## src/rtl/tlb_coalescer_pkg.sv

```systemverilog
// Shared types and constants for the TLB request coalescer.
package tlb_coalescer_pkg;

  localparam int VADDR_BITS       = 48;
  localparam int LEN_BITS         = 28;
  localparam int DEST_BITS        = 4;
  localparam int STRM_BITS        = 2;
  localparam int CMODE_BITS       = 2;
  localparam int PMTU_BYTES       = 4096;
  localparam int COAL_MAX_LEN_DEF = 16384;
  localparam int COAL_TIMEOUT_DEF = 16;

  // Attributes that must match for two chunks to be merged.
  localparam int ATTR_BITS = CMODE_BITS + 1 + STRM_BITS + DEST_BITS;

  typedef struct packed {
    logic [7:0]            rsrvd_high;
    logic [CMODE_BITS-1:0] cache_mode;
    logic [DEST_BITS-1:0]  dest;
    logic [STRM_BITS-1:0]  stream;
    logic                  sync;
    logic                  ctl;
    logic [LEN_BITS-1:0]   len;
    logic [VADDR_BITS-1:0] vaddr;
    logic [7:0]            rsrvd;
  } req_t;

  // Accumulator contents: a request without the reserved fields.
  typedef struct packed {
    logic [CMODE_BITS-1:0] cache_mode;
    logic [DEST_BITS-1:0]  dest;
    logic [STRM_BITS-1:0]  stream;
    logic                  sync;
    logic                  ctl;
    logic [LEN_BITS-1:0]   len;
    logic [VADDR_BITS-1:0] vaddr;
  } acc_t;

  function automatic acc_t req_to_acc(input req_t r);
    acc_t a;
    a.cache_mode = r.cache_mode;
    a.dest       = r.dest;
    a.stream     = r.stream;
    a.sync       = r.sync;
    a.ctl        = r.ctl;
    a.len        = r.len;
    a.vaddr      = r.vaddr;
    return a;
  endfunction

  // Reserved fields always leave the block as zero.
  function automatic req_t acc_to_req(input acc_t a);
    req_t r;
    r            = '0;
    r.cache_mode = a.cache_mode;
    r.dest       = a.dest;
    r.stream     = a.stream;
    r.sync       = a.sync;
    r.ctl        = a.ctl;
    r.len        = a.len;
    r.vaddr      = a.vaddr;
    return r;
  endfunction

  function automatic logic [ATTR_BITS-1:0] acc_attr(input acc_t a);
    return {a.cache_mode, a.sync, a.stream, a.dest};
  endfunction

endpackage

```

## src/rtl/tlb_coalescer_if.sv

```systemverilog
// Valid/ready request channel carrying one req_t per transfer.
interface tlb_coalescer_if;
  import tlb_coalescer_pkg::*;

  logic valid;
  logic ready;
  req_t req;

  modport m (output valid, output req, input ready);
  modport s (input valid, input req, output ready);

endinterface

```

## src/rtl/tlb_coalescer_merge_check.sv

```systemverilog
// Decides whether an incoming chunk can extend the accumulated request.
// The end address is computed one bit wider so a wrap past the top of the
// address space is seen as a break rather than a match at address 0.
module tlb_coalescer_merge_check
  import tlb_coalescer_pkg::*;
#(
  parameter int MAX_LEN = COAL_MAX_LEN_DEF
) (
  input  logic [VADDR_BITS-1:0] acc_vaddr_i,
  input  logic [LEN_BITS-1:0]   acc_len_i,
  input  logic [ATTR_BITS-1:0]  acc_attr_i,
  input  logic [VADDR_BITS-1:0] in_vaddr_i,
  input  logic [LEN_BITS-1:0]   in_len_i,
  input  logic [ATTR_BITS-1:0]  in_attr_i,
  output logic                  mergeable_o,
  output logic [LEN_BITS-1:0]   sum_len_o,
  output logic                  hits_max_o
);

  localparam logic [LEN_BITS:0] MAX_LEN_W = (LEN_BITS+1)'(MAX_LEN);

  logic [VADDR_BITS:0] acc_end;
  logic [LEN_BITS:0]   sum;
  logic                addr_ok;
  logic                attr_ok;
  logic                fits;

  assign acc_end     = {1'b0, acc_vaddr_i} + (VADDR_BITS+1)'(acc_len_i);
  assign sum         = {1'b0, acc_len_i} + {1'b0, in_len_i};
  assign addr_ok     = ~acc_end[VADDR_BITS] & (acc_end[VADDR_BITS-1:0] == in_vaddr_i);
  assign attr_ok     = (acc_attr_i == in_attr_i);
  assign fits        = (sum <= MAX_LEN_W);
  assign mergeable_o = addr_ok & attr_ok & fits;
  assign sum_len_o   = sum[LEN_BITS-1:0];
  assign hits_max_o  = (sum == MAX_LEN_W);

endmodule

```

## src/rtl/tlb_coalescer.sv

```systemverilog
// Merges a stream of contiguous request chunks into bursts of up to MAX_LEN
// bytes, flushing on a last chunk, the size limit, a break in address or
// attributes, or an idle timeout.
//
//  state    | meaning
//  ST_IDLE  | nothing held; any chunk is accepted as a new accumulator
//  ST_ACCUM | accumulator open; contiguous chunks extend it, idle cycles count
//  ST_SEND  | merged request presented on req_out until accepted
module tlb_coalescer
  import tlb_coalescer_pkg::*;
#(
  parameter int MAX_LEN = COAL_MAX_LEN_DEF,
  parameter int TIMEOUT = COAL_TIMEOUT_DEF
) (
  input  logic       aclk,
  input  logic       areset,
  tlb_coalescer_if.s req_in,
  tlb_coalescer_if.m req_out
);

  typedef enum logic [1:0] {
    ST_IDLE  = 2'd0,
    ST_ACCUM = 2'd1,
    ST_SEND  = 2'd2
  } state_t;

  localparam int                  TW         = $clog2(TIMEOUT + 1);
  localparam logic [TW-1:0]       TIMER_LAST = TW'(TIMEOUT - 1);
  localparam logic [LEN_BITS-1:0] MAX_LEN_L  = LEN_BITS'(MAX_LEN);

  state_t              state_q;
  acc_t                acc_q;
  logic [TW-1:0]       timer_q;
  logic                out_valid_q;

  acc_t                in_acc;
  logic                merge_ok;
  logic [LEN_BITS-1:0] sum_len;
  logic                hits_max;
  logic                in_big;
  logic                in_ready;

  assign in_acc = req_to_acc(req_in.req);
  assign in_big = (in_acc.len >= MAX_LEN_L);

  tlb_coalescer_merge_check #(
    .MAX_LEN (MAX_LEN)
  ) u_merge_check (
    .acc_vaddr_i (acc_q.vaddr),
    .acc_len_i   (acc_q.len),
    .acc_attr_i  (acc_attr(acc_q)),
    .in_vaddr_i  (in_acc.vaddr),
    .in_len_i    (in_acc.len),
    .in_attr_i   (acc_attr(in_acc)),
    .mergeable_o (merge_ok),
    .sum_len_o   (sum_len),
    .hits_max_o  (hits_max)
  );

  // Input ready: open in IDLE, only for a mergeable chunk in ACCUM, held low in reset.
  always_comb begin
    in_ready = 1'b0;
    case (state_q)
      ST_IDLE:  in_ready = 1'b1;
      ST_ACCUM: in_ready = req_in.valid & merge_ok;
      default:  in_ready = 1'b0;
    endcase
    if (areset) in_ready = 1'b0;
  end

  assign req_in.ready  = in_ready;
  assign req_out.valid = out_valid_q;
  assign req_out.req   = acc_to_req(acc_q);

  // Coalescing FSM with accumulator, idle timer and registered output valid.
  always_ff @(posedge aclk or posedge areset) begin
    if (areset) begin
      state_q     <= ST_IDLE;
      acc_q       <= '0;
      timer_q     <= '0;
      out_valid_q <= 1'b0;
    end else begin
      case (state_q)
        ST_IDLE: begin
          if (req_in.valid) begin
            acc_q   <= in_acc;
            timer_q <= '0;
            if (in_acc.ctl || in_big) begin
              state_q     <= ST_SEND;
              out_valid_q <= 1'b1;
            end else begin
              state_q <= ST_ACCUM;
            end
          end
        end
        ST_ACCUM: begin
          if (req_in.valid) begin
            timer_q <= '0;
            if (merge_ok) begin
              acc_q.len <= sum_len;
              acc_q.ctl <= in_acc.ctl;
              if (in_acc.ctl || hits_max) begin
                state_q     <= ST_SEND;
                out_valid_q <= 1'b1;
              end
            end else begin
              // Break in contiguity: flush now, the chunk is retried from IDLE.
              state_q     <= ST_SEND;
              out_valid_q <= 1'b1;
            end
          end else if (timer_q == TIMER_LAST) begin
            timer_q     <= '0;
            state_q     <= ST_SEND;
            out_valid_q <= 1'b1;
          end else begin
            timer_q <= timer_q + 1'b1;
          end
        end
        ST_SEND: begin
          if (req_out.ready) begin
            out_valid_q <= 1'b0;
            state_q     <= ST_IDLE;
          end
        end
        default: begin
          out_valid_q <= 1'b0;
          state_q     <= ST_IDLE;
        end
      endcase
    end
  end

endmodule
```

## src/flat_wrapper.sv

```systemverilog
// flat-port wrapper written by rule: the top's interface ports become plain ports
module tlb_coalescer_flat import tlb_coalescer_pkg::*;
#(
  parameter int MAX_LEN = COAL_MAX_LEN_DEF,
  parameter int TIMEOUT = COAL_TIMEOUT_DEF
)
  (aclk, areset, req_in_valid, req_in_req, req_in_ready, req_out_valid, req_out_req, req_out_ready);
  tlb_coalescer_if req_in_i ();
  tlb_coalescer_if req_out_i ();
  input  logic aclk;
  input  logic areset;
  input wire logic [$bits(req_in_i.valid)-1:0] req_in_valid;
  input wire logic [$bits(req_in_i.req)-1:0] req_in_req;
  output wire logic [$bits(req_in_i.ready)-1:0] req_in_ready;
  output wire logic [$bits(req_out_i.valid)-1:0] req_out_valid;
  output wire logic [$bits(req_out_i.req)-1:0] req_out_req;
  input wire logic [$bits(req_out_i.ready)-1:0] req_out_ready;
  assign req_in_i.valid = req_in_valid;
  assign req_in_i.req = req_in_req;
  assign req_in_ready = req_in_i.ready;
  assign req_out_valid = req_out_i.valid;
  assign req_out_req = req_out_i.req;
  assign req_out_i.ready = req_out_ready;
  tlb_coalescer #(.MAX_LEN(MAX_LEN), .TIMEOUT(TIMEOUT)) u_core (.aclk(aclk), .areset(areset), .req_in(req_in_i), .req_out(req_out_i));
endmodule
```

## config.mk

```make
export PLATFORM = sky130hd
export DESIGN_NAME = tlb_coalescer_flat
export DESIGN_NICKNAME = d
export VERILOG_FILES = /design/src/rtl/tlb_coalescer_pkg.sv /design/src/rtl/tlb_coalescer_if.sv /design/src/rtl/tlb_coalescer_merge_check.sv /design/src/rtl/tlb_coalescer.sv /design/src/flat_wrapper.sv
export SDC_FILE = /design/constraint.sdc
export NUM_CORES = 1
export LEC_CHECK = 0
export ABC_AREA = 1
export BUFFER_PORTS_ARGS = -buffer_cell sky130_fd_sc_hd__buf_2
export CORE_MARGIN = 2
export CORE_UTILIZATION = 55
export DETAILED_ROUTE_END_ITERATION = 16
export PLACE_DENSITY = 0.79
export SLEW_MARGIN = 20
export SYNTH_ARGS = -nofsm -noshare
export SYNTH_HDL_FRONTEND = slang
export SYNTH_SLANG_ARGS = --single-unit
```

## constraint.sdc

```tcl
create_clock -name aclk -period 3.6 [get_ports aclk]
set_input_delay 0.54 -clock aclk [delete_from_list [all_inputs] [get_ports aclk]]
set_output_delay 0.54 -clock aclk [all_outputs]
set_load 0.05 [all_outputs]
```

; ---- Word-level counts from Yosys, hierarchy flattened
; Cells that the tools add are included.
[word_totals]
word_cells = 68
ff_bits = 94
out_inout_bits = 104
[classes]
n_eq_ne = 13
reduce_logical = 9
mux = 26
order_cmp = 2
addsub = 3
bitwise_logic = 5
[op_table]
columns = cell, count
row1 = $mux 77, 1
row2 = $mux 29, 2
row3 = $pmux 29 s2, 1
row4 = $add 48x28->49, 1
row5 = $eq 48x48->1, 1
row6 = $add 28x28->29, 1
row7 = $eq 29x15->1 const B, 1
row8 = $le 29x15->1 const B, 1
row9 = $ge 28x15->1 const B, 1
row10 = $mux 5, 3
row11 = $mux 2, 7
row12 = $pmux 5 s2, 1
row13 = $eq 9x9->1, 1
row14 = $mux 1, 8
row15 = $reduce_and 4->1, 2
row16 = $ne 2x2->1 const B, 3
row17 = $pmux 2 s3, 1
row18 = $add 5x1->5 const B, 1
row19 = $eq 5x4->1 const B, 1
row20 = $reduce_and 5->1, 1
row21 = $and 1x1->1, 4
row22 = $ne 2x1->1 const B, 2
row23 = $ne 4x4->1 const B, 1
row24 = $reduce_and 2->1, 2
row25 = 9 further kinds, 10

; ---- Logic depth before layout (Yosys ltp)
; Gate-level depths: netlist of the first run.
[depth]
word_depth = 8
ltp_mapped = 26
ltp_nobuf = 23

; ---- By module
; A second synthesis of the first run with hierarchy kept.
[unflattened]
cells_unflattened = 1637
area_unflattened_um2 = 10546.4
[modules_own_cells]
columns = mod, seq_area_each_um2, n_inst, cells_each, area_each_um2
row1 = tlb_coalescer_merge_check, 0.0, 1, 1244, 6214.7
row2 = tlb_coalescer, 2352.3, 1, 393, 4331.7

; ---- Least setup slack after synthesis of the first run
; OpenSTA, ideal clock, no wires.
[synth_path]
kind = input to output
startpoint = input areset
endpoint = output req_in_ready
cell_stages = 3
setup_slack_ps = -402
arrival_time_ps = 3462
required_time_ps = 3060
n_path_buf = 0
path_cell_list = inv_1 > nand2_1 > a21oi_1
[synth_between]
elab_chain_len = 1
[synth_rtl]
columns = element, line_no
row1 = from (decl), flat_wrapper.sv:11  ; input logic areset;
row2 = $mux 1, tlb_coalescer.sv:68  ; if (areset) in_ready = 1'b0;
row3 = to (decl), flat_wrapper.sv:14  ; output wire logic [$bits(req_in_i.ready)-1:0] req_in_ready;
; Every way passes these cells.

; ---- Worst setup path in the final report of the first run
[layout_path]
startpoint = register u_core.acc_q, in the netlist u_core.req_out.req[13]
endpoint = output req_in_ready
[layout_between]
elab_chain_len = 8
[layout_rtl]
columns = element, line_no
row1 = from (decl), tlb_coalescer.sv:32  ; acc_t acc_q;
row2 = from (signal assigned), tlb_coalescer.sv:86  ; acc_q <= in_acc;
row3 = $add 48x28->49 (*), tlb_coalescer_merge_check.sv:28  ; assign acc_end = {1'b0, acc_vaddr_i} + (VADDR_BITS+1)'(acc_len_i);
row4 = $eq 48x48->1 / $not 1->1 (equally long branches), tlb_coalescer_merge_check.sv:30  ; assign addr_ok = ~acc_end[VADDR_BITS] & (acc_end[VADDR_BITS-1:0] == in_vaddr_i);
row5 = $and 1x1->1 (*), tlb_coalescer_merge_check.sv:30
row6 = $and 1x1->1 (*) (2 in a row), tlb_coalescer_merge_check.sv:33  ; assign mergeable_o = addr_ok & attr_ok & fits;
row7 = $and 1x1->1 (*), tlb_coalescer.sv:65  ; ST_ACCUM: in_ready = req_in.valid & merge_ok;
row8 = $pmux 1 s2 (*), tlb_coalescer.sv:63  ; case (state_q)
row9 = $mux 1 (*), tlb_coalescer.sv:68
; Mark *: on every way between the ends. The rest lies on a longest branch, timed or not.

==> results of run 1 <==
[final cells by class]
cell class	instances	share of cell area, %
multi-input cells	1538	54.0
repair buffers	416	18.3
flip-flops and latches	94	15.7
inverters	316	7.94
well taps	265	2.21
clock buffers	10	1.59
clock inverters	4	0.217
[cell usage after synthesis (4+ instances only)]
library cell    n  share of area (%)
a21oi_1        54                2.4
a31oi_1         5               0.28
buf_4          18                1.2
clkbuf_1       22               0.75
dfrtp_1        94                 21
ha_1           57                6.5
inv_1         313                 11
nand2_1       813                 28
nand2_2         8               0.45
nand3_1       178                8.1
nand3b_1       14               0.95
nand4_1        45                2.6
nor2_1        173                5.9
nor2_2          5               0.28
nor3_1         18               0.82
nor4_1          6               0.34
o21ai_0        68                3.1
o21bai_1        7               0.48
or2_2           4               0.23
xnor2_1        22                1.7
xor2_1         27                2.1
[final timing paths]
kind | end | slack [ps] | cells after the start
worst max-delay path | req_in_ready | -320 | 21
worst min-delay path | u_core.req_out.req[91]$_DFFE_PP0P_ | 410 | 3
worst max register to register | u_core.req_out.req[67]$_DFFE_PP0P_ | 210 | 24
worst min register to register | u_core.req_out.valid$_DFFE_PP0P_ | 480 | 2
max in group asynchronous | u_core.req_out.req[58]$_DFFE_PP0P_ | 2520 | 3
min in group asynchronous | u_core.req_out.req[30]$_DFFE_PP0P_ | 470 | 3
[report_power, final]
part	internal (uW)	total, uW	switching (uW)	leakage, uW
Clock	483	927	444	0.000127
Combinational	4170	11600	7430	0.00745
Sequential	1520	1990	474	0.00119
Total	6170	14500	8350	0.00876
[layout by cell type (no fill, tap or decap), drive strengths merged]
| master | netlist | final |
|---|---|---|
| clkinv | 1 | 2 |
| clkinvlp | 0 | 3 |
| o22ai | 2 | 2 |
| nand3b | 14 | 14 |
| a21o | 2 | 2 |
| nor3 | 20 | 20 |
| and2 | 3 | 3 |
| xor2 | 27 | 27 |
| nor2 | 178 | 178 |
| a31oi | 5 | 5 |
| nand3 | 181 | 181 |
| a22o | 1 | 1 |
| or2 | 4 | 4 |
| nor4 | 6 | 6 |
| nand2 | 821 | 821 |
| clkbuf | 24 | 10 |
| ha | 57 | 57 |
| o21bai | 7 | 7 |
| buf | 25 | 416 |
| fa | 2 | 2 |
| conb | 1 | 16 |
| o21ai | 69 | 69 |
| o21a | 2 | 2 |
| inv | 315 | 315 |
| xnor2 | 22 | 22 |
| dfrtp | 94 | 94 |
| nand4 | 45 | 45 |
| a21oi | 54 | 54 |
[state kept, by name, indices dropped and copies added (netlist names)]
| register | flops |
|---|---|
| u_core.req_out.valid | 1 |
| u_core.req_out.req | 86 |
| u_core.timer_q | 5 |
| u_core.state_q | 2 |
[critical path, stage by stage (launching register included)]
cell	delay, ps
dfrtp_1	410
ha_1	390
nand2_2	160
inv_1	80
nand2_1	90
nand2_1	80
nand2_1	120
nand2_1	70
nand2_1	170
nand3_2	120
nand2_1	100
nand2_1	70
buf_4	130
nand2_1	70
nand2_1	80
a21oi_1	130
nand3_1	80
nor2_1	100
nand4_1	120
buf_6	150
a21oi_4	110
buf_6	170
[through the flow]
step	power (uW)	cells	utilization [%]	setup WS [ps]	TNS, ps
6_report	14500	2643	76.5	-322	-322
5_1_grt	15500	2643	76.5	-481	-481
2_1_floorplan	8540	1997	-	49.6	0
3_5_place_dp	12300	2615	70.3	-276	-1150
3_3_place_gp	12100	2615	70.3	-257	-259
4_1_cts	13600	2636	73.6	-180	-180
[cell families after synthesis]
logic type,Yosys count,synth area share (%)
AND/OR/NAND/NOR,1272,47.9
XOR/XNOR,49,3.89
flip-flops,94,21.3
buffers and inverters,365,13.3
other,1,0.0340
AO/OA/AOI/OAI,142,6.80
adder cells (fa/ha/maj),59,6.82
[timing repair]
item | CTS | global route
pin swaps | 30 | 38
gates resized for setup | 79 | 115
buffers inserted | 7 | 7
setup endpoints to repair | 1 | 1
[per-layer routing]
layer / up-vias / global-route usage [%]
li1: 6929 / -
met1: 6570 / 46.3
met2: 797 / 67.2
met3: 220 / 4.48
met4: 0 / 22.6
met5: - / 0
==> flow_summary.toml, run 1 <==
[flow_run]
max-cap-violations = 0

[logic_synthesis]
synth_ff_type = "dfrtp_1"
ys_types = 37
synth-seq-cells = 94
synth_edf_count = 0
ys_warn_count = 0
syn_avg_cell_area_um2 = 5.57
syn_inst = 1982
ys_seq_area_share_pct = 21.3
async_reset_ff_share_pct = 100
netlist_area_um2 = 11000

[grt]
antenna_found_initial = 0
grt_first_pass_wirelength_mm = 65.7
grt_usage_pct = 38.7
grt_max_degree = 65
first_global_vias = 13408
grt_overflow = 0

[clock_network]
clock_latency_ps = 370
cts_made_buffers = 9
cts_htree_levels = 3
clockBufferDepth = 2
hold_buffers = 0
cts_tree = "done"
cts.sinks = 94
clk_pin_slew_worst_paths_ps = 70
cts-root-buf = "clkbuf_16"

[floorplanning]
io_pins = 210
initial_core_util_pct = 56.3
rows = 51
die_x_um = 146
core_area_um2 = 19600
dieArea_um2 = 21200
chipHeight_um = 146

[critical_path]
endpoint_kind = "primary output"
path_class = "flop to primary output"
crit_fanout = 5
crit-reg2reg-launch = "u_core.req_out.req[13]$_DFFE_PP0P_"
critical_path_required_ps = 3060
cp-startpoint = "u_core.req_out.req[13]$_DFFE_PP0P_"
crit_path_start_kind = "flop"
worst_ep_arrival_time_ps = 3380

[cells_and_area]
area_growth_pct = 35.8
diodes = 0
fill_cells = 1602
final_cell_area_um2 = 15000
drive_gt1_share_pct = 25.7
nets = 2540
multiInputGateArea_um2 = 8090
seqCellArea_um2 = 2350

[drt]
wl_met3_mm = 3.20
drtAntennaViolNets = 0
dr.pass1.iters = 6
avgRoutedWirePerCell_um = 16.6
vias_per_cell = 5.49
drtIter0Drc = 1206
wl_met2_mm = 20.9
drc = 0
highest_layer = "met4"
vias = 14516
met1Wirelength_mm = 16.9
routed_wirelength_mm = 44.0

[min_path]
min_path_type = "input port to flop"
worstHoldStart = "req_in_req[91]"

[timing]
fin_ws_ps = -322
rsz0062_at_grt = "true"
period_minus_slack_ps = 3920
hold_viol = 0
tightest_slew_ps = 1070
maxSlewHeadroom_pct = 28.7
worst_hold_slack_ps = 408
timing.fmax_mhz = 255
finalClockSkew_ps = 11.1
period_share_pct = 109
drv_slew = 0
finalSetupViolations = 1

[run_status]
status = "finished with violations"
violations = "setup timing"

[placement]
placed_area_um2 = 13800
place.port_buffers = 177
hpwl_mm = 34.2
place_congestion = 1.02

[power_and_ir_drop]
powerDensity_nw_per_um2 = 969
p_leak_uw = 0.00876
ir_drop_uv = 465
(Power assumes the default switching activity.)
==> run 2: changes to the inputs <==
==> constraint.sdc (replaced) <==
create_clock -name aclk -period 3.6 [get_ports aclk]
set_input_delay 0.54 -clock aclk [delete_from_list [all_inputs] [get_ports aclk]]
set_output_delay 0.54 -clock aclk [all_outputs]
set_load 0.02 [all_outputs]
==> run 2 against run 1 <==
Compared with the run above:
- die area stayed put
- the run still ends with setup timing left
- clock power is 5.2% higher
- setup slack better by 73 ps
- non-clock buffer count is 130 lower
- sequential power is 6% higher
- critical path depth is 3 lower
- maximum frequency is 1.9% higher
- global-route usage is 1.8 points lower
==> flow_summary.toml, run 2 (synthesis results as in run 1) <==
[run_status]
status = "finished with violations"
violations = "setup timing"

[timing]
rsz0062_at_grt = "true"
finalClockSkew_ps = 14.2
timing.fmax_mhz = 260
finalSetupViolations = 1
maxSlewHeadroom_pct = 34.0
period_minus_slack_ps = 3850
fin_ws_ps = -249
tightest_slew_ps = 988
drv_slew = 0
hold_viol = 0
finalSetupTns_ps = -249
period_share_pct = 107

[min_path]
min_path_type = "input port to async pin"

[drt]
drc = 0
drtIter0Drc = 1267
dr.pass1.iters = 9
drtAntennaViolNets = 0
vias_per_cell = 5.46
routed_wirelength_mm = 41.1
avgRoutedWirePerCell_um = 16.3
vias = 13733

[cells_and_area]
drive_gt1_share_pct = 23.5
final_common_cell = "nand2_1"
largest_reg_flops = 86
fill_cells = 1708
multiInputGateArea_um2 = 8340
area_growth_pct = 29.0
fin_cells = 2516
seqCellArea_um2 = 2350
final_cell_mix = "nand2_1, inv_1, buf_2"
nets = 2410

[critical_path]
crit_path_start_kind = "flop"
r2r_cells = 21
critical_path_required_ps = 3060
crit_fanout = 4
endpoint_kind = "primary output"
path_class = "flop to primary output"
worst_ep_arrival_time_ps = 3310

[grt]
antenna_found_initial = 0
grt_usage_pct = 36.9
first_global_vias = 12706
grt_max_degree = 65
grt_overflow = 0
grt_first_pass_wirelength_mm = 62.8

[clock_network]
cts_htree_levels = 3
cts-root-buf = "clkbuf_16"
cts_made_buffers = 9
cts.sinks = 94
clock_latency_ps = 370
clockBufferDepth = 2
cts_tree = "done"
clk_pin_slew_worst_paths_ps = 80

[floorplanning]
rows = 51
initial_core_util_pct = 56.3
chipHeight_um = 146
dieArea_um2 = 21200
core_area_um2 = 19600
die_x_um = 146
io_pins = 210

[placement]
place_congestion = 1.05
dp_cells = 2479
place.port_buffers = 177
hpwl_mm = 32.7
place_ws_ps = -158

[flow_run]
max-cap-violations = 0

[power_and_ir_drop]
p_leak_uw = 0.00813
ir_drop_uv = 405
powerDensity_nw_per_um2 = 892
[run 2: final timing paths]
kind | startpoint | endpoint | slack, ps
max reg2reg | u_core.req_out.req[62]$_DFFE_PP0P_ | u_core.req_out.req[61]$_DFFE_PP0P_ | 120
min reg2reg | u_core.req_out.valid$_DFFE_PP0P_ | u_core.req_out.valid$_DFFE_PP0P_ | 480
min in group aclk | req_in_req[43] | u_core.req_out.req[43]$_DFFE_PP0P_ | 400
max | u_core.req_out.req[62]$_DFFE_PP0P_ | req_in_ready | -250
min | areset | u_core.req_out.req[29]$_DFFE_PP0P_ | 380
max in group asynchronous | areset | u_core.req_out.req[58]$_DFFE_PP0P_ | 2060
[run 2: per-stage QoR]
stage | power, uW | hold slack, ps | utilization, % | cell area (um2)
CTS | 11500 | 400 | 67.7 | 13300
finish | 12700 | 383 | 72.7 | 14200
floorplan | 7520 | 486 | - | 11100
global placement | 10100 | 453 | 64.9 | 12700
detailed placement | 10300 | 465 | 64.9 | 12700
global route | 13700 | 413 | 72.7 | 14200
[run 2: cell type report]
class                      count  share of cell area [%]
inverter                     316                    8.35
clock inverter                 7                   0.466
multi-input combinational   1538                    58.6
sequential                    94                    16.5
antenna                        1                  0.0176
timing repair buffer         286                    12.1
clock buffer                   9                    1.58
tap                          265                    2.33
[run 2: critical path: stages (launching register included)]
cell     delay (ps)
dfrtp_1         490
ha_4            340
nand2_1         120
nor2_1          240
nand3_2         120
nand2_2         120
nand2_2          70
nor2_1          170
a21oi_2         100
nand2_1          70
nand2_1          50
nand2_1          90
nand3_1         110
nor2_1          110
nand2_1          60
nor2_1          110
nand4_1         230
a21oi_2         180
buf_4           150
[run 2: power breakdown]
part,total [uW],leakage (uW),switching (uW),internal (uW)
Sequential,2100,0.00119,584,1510
Clock,975,0.000142,489,487
Combinational,9630,0.00680,6070,3560
[run 2: timing repair]
action	CTS	global route
buffers inserted	5	16
pin swaps	26	48
resized for setup	59	186
endpoints found under the setup margin	30	30
hold buffers	0	0
[run 2: routing by layer]
layer | global-route usage, % | share of wire (%)
met5 | 0 | 0
met4 | 17.7 | 5.3
met3 | 4.80 | 7.1
met2 | 63.4 | 48
met1 | 45.9 | 40
==> run 3: changes to the inputs <==
Settings changed: CORE_ASPECT_RATIO from default to 0.7, CORE_MARGIN 2 to 10.
==> run 3 against run 2 <==
Compared with the run above:
- the run still ends with setup timing left
- critical path depth shrank 1
- largest power group unchanged
- maximum frequency shrank 2.3%
- count of clock-buffer cells in the layout is the same
- via count grew 6.1%
- largest cell class unchanged
- critical endpoint unchanged
- worst hold slack gained 28 ps
==> flow_summary.toml, run 3 (synthesis results as in run 1) <==
[timing]
hold_viol = 0
period_share_pct = 109
fin_ws_ps = -340
maxSlewHeadroom_pct = 38.7
finalSetupViolations = 14
finalClockSkew_ps = 14.8
period_minus_slack_ps = 3940
drv_slew = 0
rsz0062_at_grt = "true"
timing.fmax_mhz = 254
tightest_slew_ps = 919
finalSetupTns_ps = -528

[clock_network]
cts_htree_levels = 3
cts_made_buffers = 9
clock_latency_ps = 360
clk_pin_slew_worst_paths_ps = 80
clockBufferDepth = 2
cts_tree = "done"
cts-root-buf = "clkbuf_16"
cts.sinks = 94

[placement]
place.port_buffers = 177
place_congestion = 1.03
hpwl_mm = 35.9
dp_cells = 2530
place_ws_ps = -118

[drt]
vias = 14570
avgRoutedWirePerCell_um = 18.5
vias_per_cell = 5.65
drtAntennaViolNets = 0
drtIter0Drc = 1875
routed_wirelength_mm = 47.8
dr.pass1.iters = 6
drc = 0

[grt]
grt_overflow = 0
grt_max_degree = 65
antenna_found_initial = 2
grt_usage_pct = 32.5
first_global_vias = 12901
grt_first_pass_wirelength_mm = 68.7

[power_and_ir_drop]
netSwitchingFraction_pct = 55.6
clkPwrFrac_pct = 7.8
p_switching_uw = 7710
internal_power_uw = 6170
pwr-share-seq_pct = 16.1
p_total_uw = 13900
ir_drop_uv = 640
powerDensity_nw_per_um2 = 926
p_comb_share_pct = 76.1
p_leak_uw = 0.00850

[floorplanning]
io_pins = 210
initial_core_util_pct = 55.9
dieArea_um2 = 26200
chipHeight_um = 139
core_area_um2 = 19700
rows = 43
die_x_um = 189

[cells_and_area]
final_util_pct = 75.9
final_cell_mix = "nand2_1, inv_1, buf_2"
nets = 2467
fill_cells = 1581
final_common_cell = "nand2_1"
drive_gt1_share_pct = 26.0
area_growth_pct = 35.8
largest_reg_flops = 86
fin_cells = 2577

[run_status]
status = "finished with violations"
violations = "setup timing"

[critical_path]
crit-reg2reg-launch = "u_core.req_out.req[56]$_DFFE_PP0P_"
crit_fanout = 3
critical_path_required_ps = 3060
crit_path_start_kind = "flop"
path_class = "flop to primary output"
endpoint_kind = "primary output"
cp-startpoint = "u_core.req_out.req[56]$_DFFE_PP0P_"
worst_ep_arrival_time_ps = 3400

[min_path]
worstHoldStart = "req_in_req[47]"
min_path_type = "input port to flop"

[flow_run]
max-cap-violations = 0
run 3: path summary, 6_finish.rpt:
| check | to | slack (ps) | cells past startpoint |
|---|---|---|---|
| min in group asynchronous | u_core.req_out.req[29]$_DFFE_PP0P_ | 450 | 3 |
| min | u_core.req_out.req[47]$_DFFE_PP0P_ | 410 | 3 |
| min reg2reg | u_core.req_out.req[84]$_DFFE_PP0P_ | 480 | 2 |
| max in group asynchronous | u_core.req_out.req[62]$_DFFE_PP0P_ | 2520 | 3 |
| max reg2reg | u_core.req_out.req[60]$_DFFE_PP0P_ | -30 | 22 |
| max | req_in_ready | -340 | 17 |
run 3: timing repair:
item	4_1_cts	5_1_grt
buffers inserted	18	11
setup endpoints to repair	30	30
hold buffers	0	0
gates cloned	6	0
pin swaps	40	60
resized for setup	96	176
run 3: layout make-up:
cell class / instances / area (um2) / share of cell area (%)
flip-flops and latches: 94 / 2370 / 15.8
clock inverters: 6 / 93.8 / 0.626
multi-input cells: 1538 / 8450 / 56.4
diodes: 1 / 2.50 / 0.0167
inverters: 316 / 1190 / 7.94
repair buffers: 343 / 2320 / 15.5
well taps: 270 / 338 / 2.25
clock buffers: 9 / 225 / 1.50
run 3: critical path, stage by stage, from the launching register on:
cell	delay, ps
dfrtp_2	460
ha_4	180
fa_2	370
nand2_2	110
nand2_4	70
buf_4	150
nand2_1	120
xnor2_1	180
or2_2	170
nand4_1	80
nor2_1	130
nand3_2	100
nor2_1	120
nand2_1	130
nor2_1	130
nand4_1	190
a21oi_2	210
buf_6	140
run 3: per-stage QoR:
| stage | instance area [um2] | hold WS (ps) |
|---|---|---|
| 4_1_cts | 14100 | 412 |
| 3_3_place_gp | 13100 | 450 |
| 2_1_floorplan | 11100 | 486 |
| 3_5_place_dp | 13100 | 455 |
| 5_1_grt | 15000 | 425 |
| 6_report | 15000 | 411 |
run 3: per-layer routing:
| layer | global-route usage (%) | routed length (um) | up-vias |
|---|---|---|---|
| li1 | - | - | 6807 |
| met1 | 45.5 | 19600 | 6649 |
| met2 | 45.8 | 19700 | 1010 |
| met3 | 14.2 | 7510 | 102 |
| met4 | 4.62 | 923 | 2 |
| met5 | 0 | 8 | - |
run 3: power by group through the flow:
stage / clock network [uW] / logic, uW / registers, uW
finish: 1080 / 10600 / 2230
global route: 1120 / 11400 / 2270
CTS: 1080 / 9290 / 2090
detailed placement: 0 / 8560 / 2090
global placement: 0 / 8400 / 2060
floorplan: 0 / 5050 / 2470
